==> config.mk <==
export PLATFORM = sky130hd
export DESIGN_NAME = slice_arbiter
export DESIGN_NICKNAME = d
export VERILOG_FILES = /design/src/rtl/slice_arb_pkg.sv /design/src/rtl/Counter.sv /design/src/rtl/slice_arbiter.sv
export SDC_FILE = /design/constraint.sdc
export NUM_CORES = 1
export LEC_CHECK = 0
export ABC_AREA = 1
export CORE_MARGIN = 8
export CORE_UTILIZATION = 53
export DETAILED_ROUTE_END_ITERATION = 10
export GPL_TIMING_DRIVEN = 0
export PLACE_DENSITY_LB_ADDON = 0.05
export SYNTH_ARGS = -nofsm -noshare
export SYNTH_HDL_FRONTEND = slang
export SYNTH_SLANG_ARGS = --single-unit
==> constraint.sdc <==
create_clock -name clk -period 2.1 [get_ports clk]
set_input_delay 0.525 -clock clk [delete_from_list [all_inputs] [get_ports clk]]
set_output_delay 0.525 -clock clk [all_outputs]
set_load 0.05 [all_outputs]
==> src/rtl/slice_arb_pkg.sv <==
// Shared types for the time-sliced round-robin arbiter.
package slice_arb_pkg;

   typedef enum logic {
      IDLE  = 1'b0,
      GRANT = 1'b1
   } arb_state_e;

endpackage

==> src/rtl/Counter.sv <==
// Modulo-M up counter with enable; co flags the terminal count while enabled.
module Counter #(
   parameter int M = 16
) (
   input  logic clk,
   input  logic rst,
   input  logic en,
   output logic co
);

   localparam int W = (M > 1) ? $clog2(M) : 1;

   logic [W-1:0] cnt_q;

   always_ff @(posedge clk) begin
      if (rst) begin
         cnt_q <= '0;
      end else if (en) begin
         cnt_q <= (cnt_q == W'(M - 1)) ? '0 : cnt_q + 1'b1;
      end
   end

   assign co = en && (cnt_q == W'(M - 1));

endmodule

==> src/rtl/slice_arbiter.sv <==
// Round-robin arbiter whose grants are capped at SLICE cycles each.
module slice_arbiter
   import slice_arb_pkg::*;
#(
   parameter int N     = 4,
   parameter int SLICE = 16
) (
   input  logic                 clk,
   input  logic                 rst,
   input  logic [N-1:0]         req,
   output logic [N-1:0]         gnt,
   output logic [$clog2(N)-1:0] gnt_id,
   output logic                 busy,
   output logic                 slice_end
);

   localparam int IW = $clog2(N);

   arb_state_e   state_q, state_d;
   logic [N-1:0] gnt_q, gnt_d;
   logic [IW-1:0] id_q, id_d;
   logic [IW-1:0] ptr_q, ptr_d;

   logic          found;
   logic [IW-1:0] pick;
   logic [IW-1:0] pick_nxt;
   logic [IW:0]   sum;
   logic          co;
   logic          end_grant;
   logic          new_grant;
   logic          cnt_rst;

   // First set request scanning ptr, ptr+1, ... modulo N.
   always_comb begin
      found = 1'b0;
      pick  = '0;
      sum   = '0;
      for (int i = 0; i < N; i++) begin
         sum = {1'b0, ptr_q} + (IW+1)'(i);
         if (sum >= (IW+1)'(N)) begin
            sum = sum - (IW+1)'(N);
         end
         if (!found && req[sum[IW-1:0]]) begin
            found = 1'b1;
            pick  = sum[IW-1:0];
         end
      end
   end

   assign pick_nxt  = (pick == IW'(N - 1)) ? '0 : pick + 1'b1;
   assign end_grant = (state_q == GRANT) && (!req[id_q] || co);
   assign new_grant = found && ((state_q == IDLE) || end_grant);
   assign cnt_rst   = rst || new_grant || end_grant;

   always_comb begin
      state_d = state_q;
      gnt_d   = gnt_q;
      id_d    = id_q;
      ptr_d   = ptr_q;
      if (new_grant) begin
         state_d     = GRANT;
         gnt_d       = '0;
         gnt_d[pick] = 1'b1;
         id_d        = pick;
         ptr_d       = pick_nxt;
      end else if (end_grant) begin
         state_d = IDLE;
         gnt_d   = '0;
         id_d    = '0;
      end
   end

   always_ff @(posedge clk) begin
      if (rst) begin
         state_q <= IDLE;
         gnt_q   <= '0;
         id_q    <= '0;
         ptr_q   <= '0;
      end else begin
         state_q <= state_d;
         gnt_q   <= gnt_d;
         id_q    <= id_d;
         ptr_q   <= ptr_d;
      end
   end

   // Restarted on every grant change so each owner starts its slice at 0.
   Counter #(
      .M (SLICE)
   ) u_slice_cnt (
      .clk (clk),
      .rst (cnt_rst),
      .en  (busy),
      .co  (co)
   );

   assign gnt       = gnt_q;
   assign gnt_id    = id_q;
   assign busy      = (state_q == GRANT);
   assign slice_end = co;

endmodule

# == Word level (Yosys, flattened, before mapping) ==
# Index checks and enable logic that the tools add are counted.
# classes
n_addsub,9
magnitude_cmp,11
eq_ne,2
muxes,32
bitwise,1
reduce_logical,16
# op_table
operator,n
$mux 2,11
$lt 2x3->1 const B,6
$mux 1,12
$mux 4,3
$bmux 1 s2,5
$ge 3x3->1 const B,3
$sub 2x1->2 const B,4
$logic_and 1x1->1,7
$add 2x2->3 const B,2
$add 4x1->4 const B,1
$eq 4x4->1 const B,1
$logic_not 1->1,4
$logic_or 1x1->1,4
$add 2x1->3 const B,1
$ge 2x3->1 const B,1
$add 2x1->2 const B,1
$demux 1 s2,1
$eq 2x2->1 const B,1
$ge 2x1->1 const B,1
$reduce_bool 2->1,1
$not 1->1,1
# totals
ff_bits,13
in_bits,6
output_inout_bits,8
elab_cells,76

# == Longest topological paths before layout ==
# depth
depth_word,19
depth_mapped,16
ltp_nobuf,15

# == By module ==
# A second synthesis with hierarchy kept.
# unflattened
cells_unflattened,135
hier_area_um2,964.7
# modules_own_cells
module,instances,cells_per_inst,area_per_inst_um2
slice_arbiter,1,111,757.0
Counter,1,24,207.7

# == Worst setup path before layout ==
# No wires, ideal clock.
# synth_timing
path_type,register -> output
start,"register state_q, in the netlist busy"
end,output port slice_end
t_arrival_ns,1.673
required_ns,1.575
slack_ns,-0.098
path_stages_with_launch,5
path_cell_list,dfxtp_1 nand2_1 nor2_1 inv_1 nor2_1
# synth_between
elab_chain_cells,1
# synth_rtl
element,line,text
from (decl),slice_arbiter.sv:19,"arb_state_e state_q, state_d;"
from (signal assigned),slice_arbiter.sv:80,state_q <= state_d;
$logic_and 1x1->1,Counter.sv:23,assign co = en && (cnt_q == W'(M - 1));
to (decl),slice_arbiter.sv:14,output logic slice_end
# Every way passes these cells.

# == Final worst setup path ==
# layout_timing
start,"register id_q[1], in the netlist gnt_id[1]"
end,output port gnt_id[1]
# layout_rtl
element,line,text
from (decl),slice_arbiter.sv:21,"logic [IW-1:0] id_q, id_d;"
from (signal assigned),slice_arbiter.sv:82,id_q <= id_d;
to (decl),slice_arbiter.sv:12,"output logic [$clog2(N)-1:0] gnt_id,"
# No word-level cell between the ends.

==> flow_metrics.env <==
export IMPL_synthArstFlopShare_pct=0
export IMPL_die_height_um=58.9
export IMPL_highest_layer="met4"
export IMPL_cts_buffers_inserted=3
export IMPL_whs_endpoint="gnt[0]"
export IMPL_crit_chain="clkdlybuf4s50_1"
export IMPL_detailed_place_hpwl_um=1610
export IMPL_hold_depth=2
export IMPL_finalSetupViolations=0
export IMPL_p_comb_share_pct=71.2
export IMPL_internal_power_mw=0.829
export IMPL_port_buffers=13
export IMPL_htree_levels=1
export IMPL_initial_core_util_pct=56.5
export IMPL_p_leak_nw=0.602
export IMPL_p_per_area_nw_per_um2=1500
export IMPL_initialDrtViolationCount=7
export IMPL_final_common_cell="nand2_1"
export IMPL_vias=919
export IMPL_finalHoldViolCount=0
export IMPL_num_rows=15
export IMPL_ios=14
export IMPL_synth_area_um2=976
export IMPL_cp_slowest_cell="clkdlybuf4s50_1"
export IMPL_m1WireLength_um=844
export IMPL_cp_arrival_ns=1.47
export IMPL_tightest_slew_ns=0.517
export IMPL_grt_ovfl_total=0
export IMPL_tns_ns=0
export IMPL_met2_length_um=1020
export IMPL_antenna_found_initial=0
export IMPL_synth_net_count=154
export IMPL_yosysSeqAreaShare_pct=26.7
export IMPL_grt_pass1_vias=930
export IMPL_rsz0062_at_grt="false"
export IMPL_num_fill_cells=174
export IMPL_fin_skew_ns=0.00248
export IMPL_wl_met3_um=129
export IMPL_final_cell_mix="43 x nand2_1, 17 x inv_1, 13 x dfxtp_1, 12 x nand2_2, 10 x nor2_1"
export IMPL_grt_max_degree=11
export IMPL_drcViolationCount=0
export IMPL_synth_seq_cells=13
export IMPL_swShare_pct=53.5
export IMPL_clkTransAtPathRegs_ns=0.07
export IMPL_antenna_cells=0
export IMPL_die_x_um=58.9
export IMPL_regToRegSetupSlack_ns=0.21
export IMPL_pwr_share_seq_pct=20.4
export IMPL_power_share_clock_pct=8.4
export IMPL_drv_slew=0
export IMPL_routedWlPerCell_um=10.8
export IMPL_rr_startpoint="ptr_q[0]"
export IMPL_rr_endpoint="ptr_q[1]"
export IMPL_finalWirelength_um=2020
export IMPL_synth_warnings=0
export IMPL_irDropWorstVdd_mv=0.931
export IMPL_ant_nets=0
export IMPL_hold_class="register to register"
export IMPL_place_congestion=0.874
export IMPL_hold_ws_ns=0.468
export IMPL_drive_gt1_share_pct=23.0
export IMPL_end_kind="output pin"
export IMPL_grt_pass1_wl_um=3720
export IMPL_fin_crit_ns=2.00
export IMPL_relSlewSlack_pct=65.4
export IMPL_syn_inst=143
export IMPL_cts_tree="built"
export IMPL_clock_sinks=13
export IMPL_fin_crit_sh_pct=95.2
export IMPL_clockBufferDepth=2
export IMPL_rr_worst_depth=13
export IMPL_worstSetupPathType="register to output pin"
export IMPL_area_growth_pct=21.9
export IMPL_crit_required_ns=1.57
export IMPL_cpPeakStageDelay_ns=0.83
export IMPL_cts_root_buf="clkbuf_4"
export IMPL_critPathBufInv=1
export IMPL_synthDistinctLibCells=24
export IMPL_hp_start="gnt[0]"
export IMPL_avgSynthCellArea_um2=6.82
export IMPL_path_delay_family="buffers and inverters"
export IMPL_fmax_mhz=500
export IMPL_synth_flop_cell="dfxtp_1"
export IMPL_max_cap_violations=0
export IMPL_drt_pass1_iterations=4
export IMPL_die_area_um2=3470
export IMPL_coreArea_um2=1730
export IMPL_synth_edf_count=0
export IMPL_drt_vias_per_instance=4.94
export IMPL_startpoint_type="register"
export IMPL_status="completed"
export IMPL_fin_nets=173
export IMPL_grtUsageTotal_pct=13.6
export IMPL_clk_latency_ns=0.27
export IMPL_switching_power_mw=0.954
export IMPL_cp_max_fo=4
power groups by stage:
| stage | combinational [mW] | sequential, mW | clock, mW |
|---|---|---|---|
| 6_report | 1.27 | 0.364 | 0.150 |
| 5_1_grt | 1.43 | 0.371 | 0.167 |
| 4_1_cts | 1.28 | 0.363 | 0.158 |
| 3_5_place_dp | 1.19 | 0.369 | 0 |
| 3_3_place_gp | 1.15 | 0.363 | 0 |
| 2_1_floorplan | 0.806 | 0.499 | 0 |
worst max path at each step:
stage | start | endpoint | slack [ns] | cells past startpoint
3_3_place_gp | req[3] | ptr_q[1] | -0.37 | 13
5_1_grt | u_slice_cnt.cnt_q[0] | slice_end | 0.01 | 6
4_1_cts | u_slice_cnt.cnt_q[0] | slice_end | 0.03 | 6
2_1_floorplan | busy | slice_end | 0.13 | 4
3_5_place_dp | req[3] | ptr_q[1] | -0.46 | 13
6_report | gnt_id[1] | gnt_id[1] | 0.10 | 1
layer usage:
layer | up-vias | global-route usage (%)
li1 | 488 | -
met1 | 411 | 14.4
met2 | 16 | 24.0
met3 | 4 | 5.43
met4 | 0 | 4.44
met5 | - | 0
synth_stat cells, types with 2 or more instances:
cell type  count  area share [%]
ha_1           5             6.4
o21ai_2        3             2.7
o21ai_1        3             1.5
nand2_2        9             5.8
inv_1         18             6.9
nand2_1       47              18
dfxtp_1       13              27
nand4_1        4             2.6
nand3_1        9             4.6
o21ai_0        7             3.6
nand2_4        2             2.3
nor2_1        11             4.2
logic make-up (layout without fill, tap and decap cells):
| kind of cell | Yosys count | in the layout | synth area share, % |
|---|---|---|---|
| flip-flops | 13 | 13 | 26.7 |
| AND/OR/NAND/NOR | 87 | 87 | 45.6 |
| buffers and inverters | 23 | 41 | 11.9 |
| AO/OA/AOI/OAI | 14 | 14 | 8.33 |
| adder cells (fa/ha/maj) | 5 | 5 | 6.41 |
| multiplexers | 1 | 1 | 1.03 |
cell type report:
type                            instances  area [um2]  share of cell area [%]
Inverter                               21        91.3                    7.68
Buffer                                  2        25.0                    2.10
Sequential cell                        13         260                    21.9
Tap cell                               25        31.3                    2.63
Timing Repair Buffer                   14         129                    10.8
Clock buffer                            4        26.3                    2.21
Multi-Input combinational cell        107         627                    52.7
through the flow:
stage	utilization (%)	cell area, um2	total power [mW]	cells	worst slack (ns)
after floorplan	-	978	1.30	143	0.127
after global placement	66.0	1140	1.51	181	-0.370
after detailed placement	66.0	1140	1.56	181	-0.463
after CTS	69.1	1190	1.80	186	0.0264
after global routing	68.9	1190	1.97	186	0.0100
final	68.9	1190	1.78	186	0.101
timing repair:
item	4_1_cts	5_1_grt
setup buffers	1	0
hold buffers	0	0
resized for setup	17	3
endpoints found under the setup margin	3	2
pin swaps	6	0
sequential cells by signal, indices dropped and copies added (netlist names):
| name | count |
|---|---|
| gnt_id | 2 |
| gnt | 4 |
| u_slice_cnt.cnt_q | 4 |
| busy | 1 |
| ptr_q | 2 |
Power figures use the tool's default switching activity.
